`config.mk`:
```
export PLATFORM = sky130hd
export DESIGN_NAME = branch_ctrl
export DESIGN_NICKNAME = d
export VERILOG_FILES = /design/src/rtl/branch_pkg.sv /design/src/rtl/branch_comp.sv /design/src/rtl/branch_ctrl.sv
export SDC_FILE = /design/constraint.sdc
export NUM_CORES = 1
export LEC_CHECK = 0
export CELL_PAD_IN_SITES_DETAIL_PLACEMENT = 0
export CELL_PAD_IN_SITES_GLOBAL_PLACEMENT = 1
export CORE_ASPECT_RATIO = 1.25
export CORE_MARGIN = 2
export CORE_UTILIZATION = 34
export DETAILED_ROUTE_END_ITERATION = 6
export PLACE_DENSITY_LB_ADDON = 0.1
export RECOVER_POWER = 25
export SYNTH_ARGS = -nofsm -noshare
export SYNTH_HDL_FRONTEND = slang
export SYNTH_SLANG_ARGS = --single-unit
```
`constraint.sdc`:
```
create_clock -name clk -period 4.6 [get_ports clk]
set_input_delay 1.38 -clock clk [delete_from_list [all_inputs] [get_ports clk]]
set_output_delay 1.38 -clock clk [all_outputs]
set_load 0.01 [all_outputs]
```
`src/rtl/branch_pkg.sv`:
```
// Shared definitions for the execute-stage branch controller.
// Holds the RV32I branch funct3 codes, the control-transfer kind encoding
// and the controller state encoding.
package branch_pkg;

    // Branch conditions, RV32I funct3 encoding
    localparam logic [2:0] F3_BEQ  = 3'b000;
    localparam logic [2:0] F3_BNE  = 3'b001;
    localparam logic [2:0] F3_BLT  = 3'b100;
    localparam logic [2:0] F3_BGE  = 3'b101;
    localparam logic [2:0] F3_BLTU = 3'b110;
    localparam logic [2:0] F3_BGEU = 3'b111;

    // Control-transfer kind
    localparam logic [1:0] KIND_NONE = 2'b00;
    localparam logic [1:0] KIND_BR   = 2'b01;
    localparam logic [1:0] KIND_JAL  = 2'b10;
    localparam logic [1:0] KIND_JALR = 2'b11;

    typedef enum logic [1:0] {
        StIdle  = 2'b00,
        StEval  = 2'b01,
        StFlush = 2'b10
    } state_e;

endpackage

```
`src/rtl/branch_comp.sv`:
```
// Branch condition comparator.
// Ports:
//   op1, op2 : rs1 / rs2 operand values
//   funct3   : RV32I branch condition
//   branch   : 1 when the condition holds; 0 for unsupported funct3 (010/011)
module branch_comp
    import branch_pkg::*;
(
    input  logic [31:0] op1,
    input  logic [31:0] op2,
    input  logic [2:0]  funct3,
    output logic        branch
);

    always_comb begin
        branch = 1'b0;
        case (funct3)
            F3_BEQ:  branch = (op1 == op2);
            F3_BNE:  branch = (op1 != op2);
            F3_BLT:  branch = ($signed(op1) <  $signed(op2));
            F3_BGE:  branch = ($signed(op1) >= $signed(op2));
            F3_BLTU: branch = (op1 <  op2);
            F3_BGEU: branch = (op1 >= op2);
            default: branch = 1'b0;
        endcase
    end

endmodule

```
`src/rtl/branch_ctrl.sv`:
```
// Execute-stage branch sequencing controller.
// Accepts one control-transfer instruction per handshake, resolves it one
// cycle later (direction, target, link address), issues a one-cycle PC
// redirect plus a FLUSH_CYCLES-long flush on taken aligned transfers, and
// keeps saturating resolved/taken counters.
// Ports:
//   clk, rst_n           : clock, synchronous active-low reset
//   in_valid / in_ready  : request handshake
//   in_kind .. in_op2    : decoded instruction fields and operands
//   kill                 : abort the instruction in EVAL
//   redirect_valid/_pc   : fetch redirect pulse and target
//   flush                : squash younger stages
//   result_valid/_taken  : resolution pulse and direction
//   link_addr            : pc+4, valid with result_valid
//   misalign_exc         : taken target not word aligned
//   total_cnt, taken_cnt : statistics
module branch_ctrl
    import branch_pkg::*;
#(
    parameter int unsigned FLUSH_CYCLES = 2,
    parameter int unsigned CNT_W        = 16
) (
    input  logic             clk,
    input  logic             rst_n,
    input  logic             in_valid,
    output logic             in_ready,
    input  logic [1:0]       in_kind,
    input  logic [2:0]       in_funct3,
    input  logic [31:0]      in_pc,
    input  logic [31:0]      in_imm,
    input  logic [31:0]      in_op1,
    input  logic [31:0]      in_op2,
    input  logic             kill,
    output logic             redirect_valid,
    output logic [31:0]      redirect_pc,
    output logic             flush,
    output logic             result_valid,
    output logic             result_taken,
    output logic [31:0]      link_addr,
    output logic             misalign_exc,
    output logic [CNT_W-1:0] total_cnt,
    output logic [CNT_W-1:0] taken_cnt
);

    localparam int unsigned FCNT_W = (FLUSH_CYCLES > 2) ? $clog2(FLUSH_CYCLES) : 1;
    // Down-counter holds remaining flush cycles minus one
    localparam logic [FCNT_W-1:0] FCNT_LOAD = FCNT_W'(FLUSH_CYCLES - 1);

    state_e            state_q, state_d;
    logic [FCNT_W-1:0] fcnt_q, fcnt_d;
    logic [31:0]       pc_q, imm_q, op1_q, op2_q;
    logic [2:0]        f3_q;
    logic [1:0]        kind_q;
    logic [CNT_W-1:0]  total_q, taken_q;

    logic        cmp_branch;
    logic        taken;
    logic [31:0] target;
    logic [31:0] jalr_sum;
    logic [31:0] link;

    branch_comp u_comp (
        .op1    (op1_q),
        .op2    (op2_q),
        .funct3 (f3_q),
        .branch (cmp_branch)
    );

    assign jalr_sum = op1_q + imm_q;
    assign target   = (kind_q == KIND_JALR) ? {jalr_sum[31:1], 1'b0} : (pc_q + imm_q);
    assign link     = pc_q + 32'd4;
    assign taken    = ((kind_q == KIND_BR) && cmp_branch) ||
                      (kind_q == KIND_JAL) || (kind_q == KIND_JALR);

    always_comb begin
        state_d        = state_q;
        fcnt_d         = fcnt_q;
        in_ready       = 1'b0;
        redirect_valid = 1'b0;
        redirect_pc    = 32'd0;
        flush          = 1'b0;
        result_valid   = 1'b0;
        result_taken   = 1'b0;
        link_addr      = 32'd0;
        misalign_exc   = 1'b0;

        case (state_q)
            StIdle: begin
                in_ready = rst_n;
                if (in_valid) begin
                    state_d = StEval;
                end
            end
            StEval: begin
                state_d = StIdle;
                if (!kill) begin
                    result_valid = 1'b1;
                    result_taken = taken;
                    link_addr    = link;
                    if (taken) begin
                        if (target[1:0] != 2'b00) begin
                            misalign_exc = 1'b1;
                        end else begin
                            redirect_valid = 1'b1;
                            redirect_pc    = target;
                            if (FLUSH_CYCLES > 0) begin
                                state_d = StFlush;
                                fcnt_d  = FCNT_LOAD;
                            end
                        end
                    end
                end
            end
            StFlush: begin
                flush = 1'b1;
                if (fcnt_q == '0) begin
                    state_d = StIdle;
                end else begin
                    fcnt_d = fcnt_q - 1'b1;
                end
            end
            default: state_d = StIdle;
        endcase
    end

    always_ff @(posedge clk) begin
        if (!rst_n) begin
            state_q <= StIdle;
            fcnt_q  <= '0;
            pc_q    <= '0;
            imm_q   <= '0;
            op1_q   <= '0;
            op2_q   <= '0;
            f3_q    <= '0;
            kind_q  <= KIND_NONE;
            total_q <= '0;
            taken_q <= '0;
        end else begin
            state_q <= state_d;
            fcnt_q  <= fcnt_d;
            if (in_valid && in_ready) begin
                pc_q   <= in_pc;
                imm_q  <= in_imm;
                op1_q  <= in_op1;
                op2_q  <= in_op2;
                f3_q   <= in_funct3;
                kind_q <= in_kind;
            end
            if (result_valid && (total_q != '1)) begin
                total_q <= total_q + CNT_W'(1);
            end
            if (result_valid && result_taken && (taken_q != '1)) begin
                taken_q <= taken_q + CNT_W'(1);
            end
        end
    end

    assign total_cnt = total_q;
    assign taken_cnt = taken_q;

endmodule

```
* Word level (Yosys, flattened, before mapping)
Cells that the tools add are included.
** Word-level totals
- Bits of input ports :: 137
- Memories kept :: 0
- Logic and storage cells :: 85
- RAM bits :: 0
- Bits in registers :: 168
- Output and inout port bits :: 102
- Bits in latches :: 0
- Memory bits (read-only) :: 0
** Cells by class
- Div/mod/pow operators :: 0
- $lt $le $gt $ge :: 4
- Mux-type cells :: 33
- Add/subtract/negate cells :: 6
- Shift-type cells :: 0
- Reduce and logical (&&, ||, !) cells :: 13
- $mul :: 0
- Bitwise logic cells :: 0
- Equality and inequality tests :: 19
** Operator list (number)
- 2-to-1 mux 32 bit :: 7
- adder 32 bit :: 2
- greater-or-equal comparator 32 bit :: 2
- less-than comparator 32 bit :: 2
- adder 16 x 1 -> 16 bit, second input constant :: 2
- adder 32 x 3 -> 32 bit, second input constant :: 1
- == test 32 bit :: 1
- inequality test 16 bit, second input constant :: 2
- inequality test 32 bit :: 1
- 2-to-1 mux 1 bit :: 18
- == test 3 bit, second input constant :: 4
- 2-to-1 mux 2 bit :: 5
- inequality test 2 bit, second input constant :: 5
- == test 2 bit, second input constant :: 3
- one-hot mux 1 bit (6 select lines) :: 1
- one-hot mux 2 bit (3 select lines) :: 1
- logical AND 1 bit :: 5
- == test 2 x 1 -> 1 bit, second input constant :: 2
- AND reduction 4 bit :: 1
- nonzero test 2 bit :: 2
- == test 3 x 1 -> 1 bit, second input constant :: 1
- logical NOT 3 bit :: 1
- logical NOT 2 bit :: 1
- logical OR 1 bit :: 2
- 3 further kinds :: 3

* Logic depth before layout (Yosys ltp)
- Depth in word-level cells :: 9
- Gate-level depth with buffers :: 13
- Mapped depth without buffers :: 13

* Cells and area by module
From an unflattened synthesis, not the netlist that was laid out.
** Unflattened totals
- Cell total of the unflattened synthesis :: 1543
- Area, all modules :: 11197.0 um^2
** By module, submodules not included
- branch_ctrl :: times used 1, sequential area each 3363.2 um^2, cells an instance 1415, area an instance 10273.6 um^2
- branch_comp :: times used 1, sequential area each 0.0 um^2, cells an instance 128, area an instance 923.4 um^2

* Worst setup path before layout
Ideal clock, no wire load.
- Path kind :: register -> output
- Start point :: register imm_q[3]
- End point :: output redirect_pc[30]
- Stages on the path, launching flop included :: 12
- Required time :: 3.220 ns
- Setup slack :: 0.102 ns
- Arrival time :: 3.118 ns
- Buffers on the path :: 0
- Cell sequence :: dfxtp_1 -> ha_1 -> o21ai_0 -> a21oi_1 -> nor4_1 -> o31ai_1 -> o41ai_1 -> o21ai_1 -> a41oi_1 -> a21oi_1 -> or4_1 -> a31oi_1
** On the way
- Word-level cells in the longest chain between the ends :: 6
- Elaborated cells between the ends (all ways) :: 7
- Those cells by class :: 2 x add/sub; 5 x mux
** RTL lines
- from (decl) :: RTL line branch_ctrl.sv:51 : logic [31:0] pc_q, imm_q, op1_q, op2_q;
- from (signal assigned) :: RTL line branch_ctrl.sv:143 : imm_q <= in_imm;
- adder 32 bit (on tied branches) :: RTL line branch_ctrl.sv:70, branch_ctrl.sv:69
- 2-to-1 mux 32 bit * :: RTL line branch_ctrl.sv:70 : assign target = (kind_q == KIND_JALR) ? {jalr_sum[31:1], 1'b0} : (pc_q + imm_q);
- 2-to-1 mux 32 bit * :: RTL line branch_ctrl.sv:101 : if (target[1:0] != 2'b00) begin
- 2-to-1 mux 32 bit * :: RTL line branch_ctrl.sv:100 : if (taken) begin
- 2-to-1 mux 32 bit * :: RTL line branch_ctrl.sv:96 : if (!kill) begin
- 2-to-1 mux 32 bit * :: RTL line branch_ctrl.sv:87 : case (state_q)
- to (decl) :: RTL line branch_ctrl.sv:35 : output logic [31:0] redirect_pc,
Mark *: on every way between the ends. The rest lies on a longest branch, timed or not.

* Worst setup path in the final report
- Start point :: register op2_q[31]
- End point :: output redirect_pc[12]
** On the way
- Word-level cells in the longest chain between the ends :: 8
- Elaborated cells between the ends (all ways) :: 13
- Those cells by class :: 4 x order compare; 2 x eq/ne; 4 x mux; 3 x reduce/logical
** RTL lines
- from (decl) :: RTL line branch_ctrl.sv:51
- from (signal assigned) :: RTL line branch_ctrl.sv:145 : op2_q <= in_op2;
- greater-or-equal comparator 32 bit, or another cell as far along :: RTL line branch_comp.sv:23 : F3_BGEU: branch = (op1 >= op2);
- one-hot mux 1 bit (6 select lines) * :: RTL line branch_comp.sv:17 : case (funct3)
- logical AND 1 bit * :: RTL line branch_ctrl.sv:72 : assign taken = ((kind_q == KIND_BR) && cmp_branch) ||
- logical OR 1 bit * :: RTL line branch_ctrl.sv:72
- logical OR 1 bit * :: RTL line branch_ctrl.sv:73 : (kind_q == KIND_JAL) || (kind_q == KIND_JALR);
- 2-to-1 mux 32 bit * :: RTL line branch_ctrl.sv:100
- 2-to-1 mux 32 bit * :: RTL line branch_ctrl.sv:96
- 2-to-1 mux 32 bit * :: RTL line branch_ctrl.sv:87
Marks and branches as above.

==> results.py <==
metrics = {
    "detailed_routing": {
        "final_antenna_net_count": 0,
        "routed-via-count": 12000,
        "routed_via_density": 5.04,
        "route.detailed.drc": 18,
        "route.final.wire_length_um": 40100,
        "drt_first_iter_violations": 620,
        "average_wire_per_standard_cell_um": 16.8,
        "detail_route.first_pass.iterations": 7,
    },
    "critical_path": {
        "reg2reg_from": "op2_q[31]",
        "cpMaxStageDelayCell": "sky130_fd_sc_hd__or4_4",
        "timing.critical_path.mode_cell": "sky130_fd_sc_hd__buf_12",
        "timing.critical_path.cells": "inv_2 > ha_4 > a21oi_4 > o21ai_4 > a2111oi_4 > a2bb2oi_4 > or4_4 > a221oi_2 > o21ai_2 > a41o_1 > nand2_4 > buf_12 > buf_12 > nor2_2 > buf_2",
        "cp.buffers_inverters": 4,
        "cp_top_family": "compound AO/OA/AOI/OAI gates",
        "worstPathArrival_ps": 3640,
        "critPathLaunchType": "register",
        "timing_worst_setup_path_type": "reg2out",
        "setup.worst_path.start": "op2_q[31]",
        "critical_path_cell_count": 15,
        "critPathRequiredTime_ps": 3220,
        "r2r_slack_ps": 970,
        "r2r.worst_path.cells": 14,
        "setup.worst_path.end_class": "primary output",
        "timing.critical_path.fanout_max": 8,
        "worst_path_largest_cell_delay_ps": 530,
    },
    "power": {
        "share_comb_of_total_power_pct": 28.2,
        "total_leakage_power_uw": 0.00722,
        "power_switching_share_pct": 32.2,
        "vdd_ir_drop_max_mv": 0.163,
        "cell_area_power_density_mw_per_mm2": 255,
        "fraction_of_power_consumed_by_sequential_logic_pct": 37.1,
        "clock_share_of_power_pct": 34.7,
        "power.internal_uw": 2960,
        "switching_power_uw": 1410,
    },
    "placed_design": {
        "placed_area_sq_mm": 0.0157,
        "dp.final_hpwl_um": 31000,
        "port_buffers": 236,
        "finalWeightedCongestion": 0.825,
    },
    "clock_network": {
        "cts_hold_repair.buffers": 0,
        "clock-root-buffer": "sky130_fd_sc_hd__clkbuf_16",
        "worst_setup_hold_path_clk_slew_ps": 80,
        "clk_latency_ps": 440,
        "clock_tree.buffer_depth": 2,
        "clock_buffers_created_by_tritoncts": 17,
        "cts-htree-levels": 4,
        "cts_tree": "built",
        "numClockSinks": 168,
    },
    "floorplanning": {
        "die-area_sq_mm": 0.0348,
        "boundaryPins": 239,
        "initial_utilization_pct": 34.5,
        "floorplan.core_area_sq_mm": 0.0328,
        "dieHeight_um": 208,
        "row_count": 74,
        "die_w_um": 167,
    },
    "timing": {
        "max-slew-margin-rel_pct": -100,
        "setup_viol": 33,
        "finalSetupTns_ps": -12410,
        "finalCriticalPeriod_ps": 5020,
        "timing.final.ws_setup_ps": -418,
        "rsz0062_at_grt": "yes",
        "finalMaxSlewViolations": 143,
        "skew_ps": 14.2,
        "tightest_slew_ps": 3000,
        "layout_worst_path_cycle_share_pct": 109,
        "achievable-frequency_mhz": 199,
        "hold_viol": 0,
    },
    "min_path": {
        "hold_path_depth": 2,
        "worst_min_delay_path_class": "reg2reg",
        "hold_path.startpoint": "fcnt_q",
    },
    "grt": {
        "via_count_of_the_first_global_routing_pass": 11800,
        "grt_start_max_net_pins": 113,
        "first_pass_grt_wire_length_um": 62800,
        "track_usage_pct": 22.7,
        "globalRoute.totalOverflow": 0,
        "antenna_found_initial": 1,
    },
    "logic_synthesis": {
        "cell_with_the_most_instances_after_synthesis": "sky130_fd_sc_hd__nand2_1",
        "synth-edff-count": 0,
        "ys_seq_elements": 168,
        "post_synthesis_cell_area_sq_mm": 0.0113,
        "ys_seq_area_share_pct": 29.7,
        "yosysWarnings": 0,
        "asyncSetResetFlopFracSynth_pct": 0,
        "yosys_most_used_dff": "sky130_fd_sc_hd__dfxtp_1",
        "ys_top_cells_by_area": "sky130_fd_sc_hd__dfxtp_1 (30%), sky130_fd_sc_hd__nand2_1 (11%), sky130_fd_sc_hd__ha_1 (11%)",
        "yosys.area.top_type": "sky130_fd_sc_hd__dfxtp_1",
        "synth.cells.most_frequent": "sky130_fd_sc_hd__nand2_1 (323), sky130_fd_sc_hd__dfxtp_1 (168), sky130_fd_sc_hd__o21ai_0 (133)",
        "synthesis.instances": 1514,
        "ys_types": 77,
        "post_synth.cell_area_avg_sq_um": 7.48,
        "synth_top_area_share_pct": 29.7,
    },
    "flow_run": {
        "cap_viol_max_count": 2,
    },
    "run_status": {
        "outcome": "finished, violations left",
        "violated_checks": "DRC, capacitance limit, slew limit, setup timing",
    },
    "finish": {
        "final_area_sq_mm": 0.0171,
        "layout.nets": 2183,
        "nFillCells": 3259,
        "final_layout_size_suffix_gt1_share_pct": 22.0,
        "layout_area_growth_over_synthesis_pct": 51.3,
    },
}
==> cell usage in the layout, fill, tap and decap left out, types with 17 or more instances in the layout <==
cell                              instances
sky130_fd_sc_hd__a21o_1                  34
sky130_fd_sc_hd__a21oi_1                 80
sky130_fd_sc_hd__and3_1                  20
sky130_fd_sc_hd__buf_4                  240
sky130_fd_sc_hd__buf_6                   21
sky130_fd_sc_hd__clkbuf_16               17
sky130_fd_sc_hd__clkdlybuf4s50_1        197
sky130_fd_sc_hd__dfxtp_1                161
sky130_fd_sc_hd__ha_1                    87
sky130_fd_sc_hd__inv_1                   49
sky130_fd_sc_hd__mux2i_1                 17
sky130_fd_sc_hd__nand2_1                319
sky130_fd_sc_hd__nand2b_1                31
sky130_fd_sc_hd__nand3_1                 34
sky130_fd_sc_hd__nand4_1                 18
sky130_fd_sc_hd__nor2_1                  92
sky130_fd_sc_hd__o21ai_0                127
sky130_fd_sc_hd__o31ai_1                 43
sky130_fd_sc_hd__xnor2_1                 40
sky130_fd_sc_hd__xor2_1                  40
==> sequential cells by signal, summed over array words and instances, names as in the netlist <==
name,cells
imm_q,32
total_cnt,16
fcnt_q,1
f3_q,3
state_q,2
op2_q,32
pc_q,32
kind_q,2
taken_cnt,16
op1_q,32
==> metal layers <==
layer	up-vias	GRT usage (%)	routed length (um)
met3	48	3.48	1640
met5	-	0	0
li1	6167	-	-
met2	273	38.9	19100
met1	5509	29.0	18300
met4	0	7.80	1070
==> path summary, 6_finish.rpt <==
| kind | to |
|---|---|
| max | redirect_pc[12] |
| min | state_q[1] |
| max reg2reg | taken_cnt[0] |
| min reg2reg | state_q[1] |
==> worst register-to-register path: cells and delay by family, from the launching register on <==
kind | cells | cell delay [ps]
flops | 1 | 320
compound gates | 8 | 1750
simple gates | 2 | 740
buf+inv | 3 | 300
fa+ha+maj | 1 | 250
==> repair_timing <==
item / CTS / global route
endpoints found under the hold margin: 0 / 0
buffers inserted: 11 / 6
pin swaps: 30 / 17
cloned: 2 / 0
resized for setup: 226 / 89
setup endpoints to repair: 63 / 40
==> per-stage QoR <==
| step | hold WS [ps] | util [%] | instances | power [uW] | worst slack [ps] |
|---|---|---|---|---|---|
| 2_1_floorplan | 437 | - | 1515 | 2210 | 102 |
| 3_3_place_gp | 451 | 48.0 | 2330 | 2750 | -523 |
| 3_5_place_dp | 455 | 48.0 | 2330 | 2760 | -572 |
| 4_1_cts | 467 | 51.1 | 2374 | 4370 | -416 |
| 5_1_grt | 503 | 52.3 | 2380 | 4600 | -585 |
| 6_report | 464 | 52.3 | 2380 | 4370 | -418 |
==> area by class of cell <==
| cell class | instances | area (sq um) | share of cell area, % |
|---|---|---|---|
| multi-input cells | 1214 | 8050 | 47.0 |
| clock inverters | 14 | 171 | 1.00 |
| well taps | 418 | 523 | 3.05 |
| clock buffers | 18 | 439 | 2.56 |
| diodes | 1 | 2.50 | 0.0146 |
| repair buffers | 490 | 4350 | 25.4 |
| flip-flops and latches | 168 | 3370 | 19.7 |
| inverters | 57 | 219 | 1.28 |
==> power groups by stage <==
stage | clock (uW) | combinational, uW | sequential [uW]
after floorplan | 0 | 578 | 1630
after global placement | 0 | 1100 | 1650
after detailed placement | 0 | 1110 | 1650
after CTS | 1560 | 1190 | 1620
after global routing | 1610 | 1360 | 1630
final | 1510 | 1230 | 1620
==> logic make-up after synthesis <==
family / Yosys count / synth area share (%)
AND/OR/NAND/NOR: 626 / 25.4
AO/OA/AOI/OAI: 391 / 21.6
multiplexers: 17 / 1.50
XOR/XNOR: 80 / 6.19
other: 1 / 0.0331
flip-flops: 168 / 29.7
adder cells (fa/ha/maj): 98 / 11.0
buffers and inverters: 133 / 4.64
Note: power is estimated with default switching activity, not from simulation.
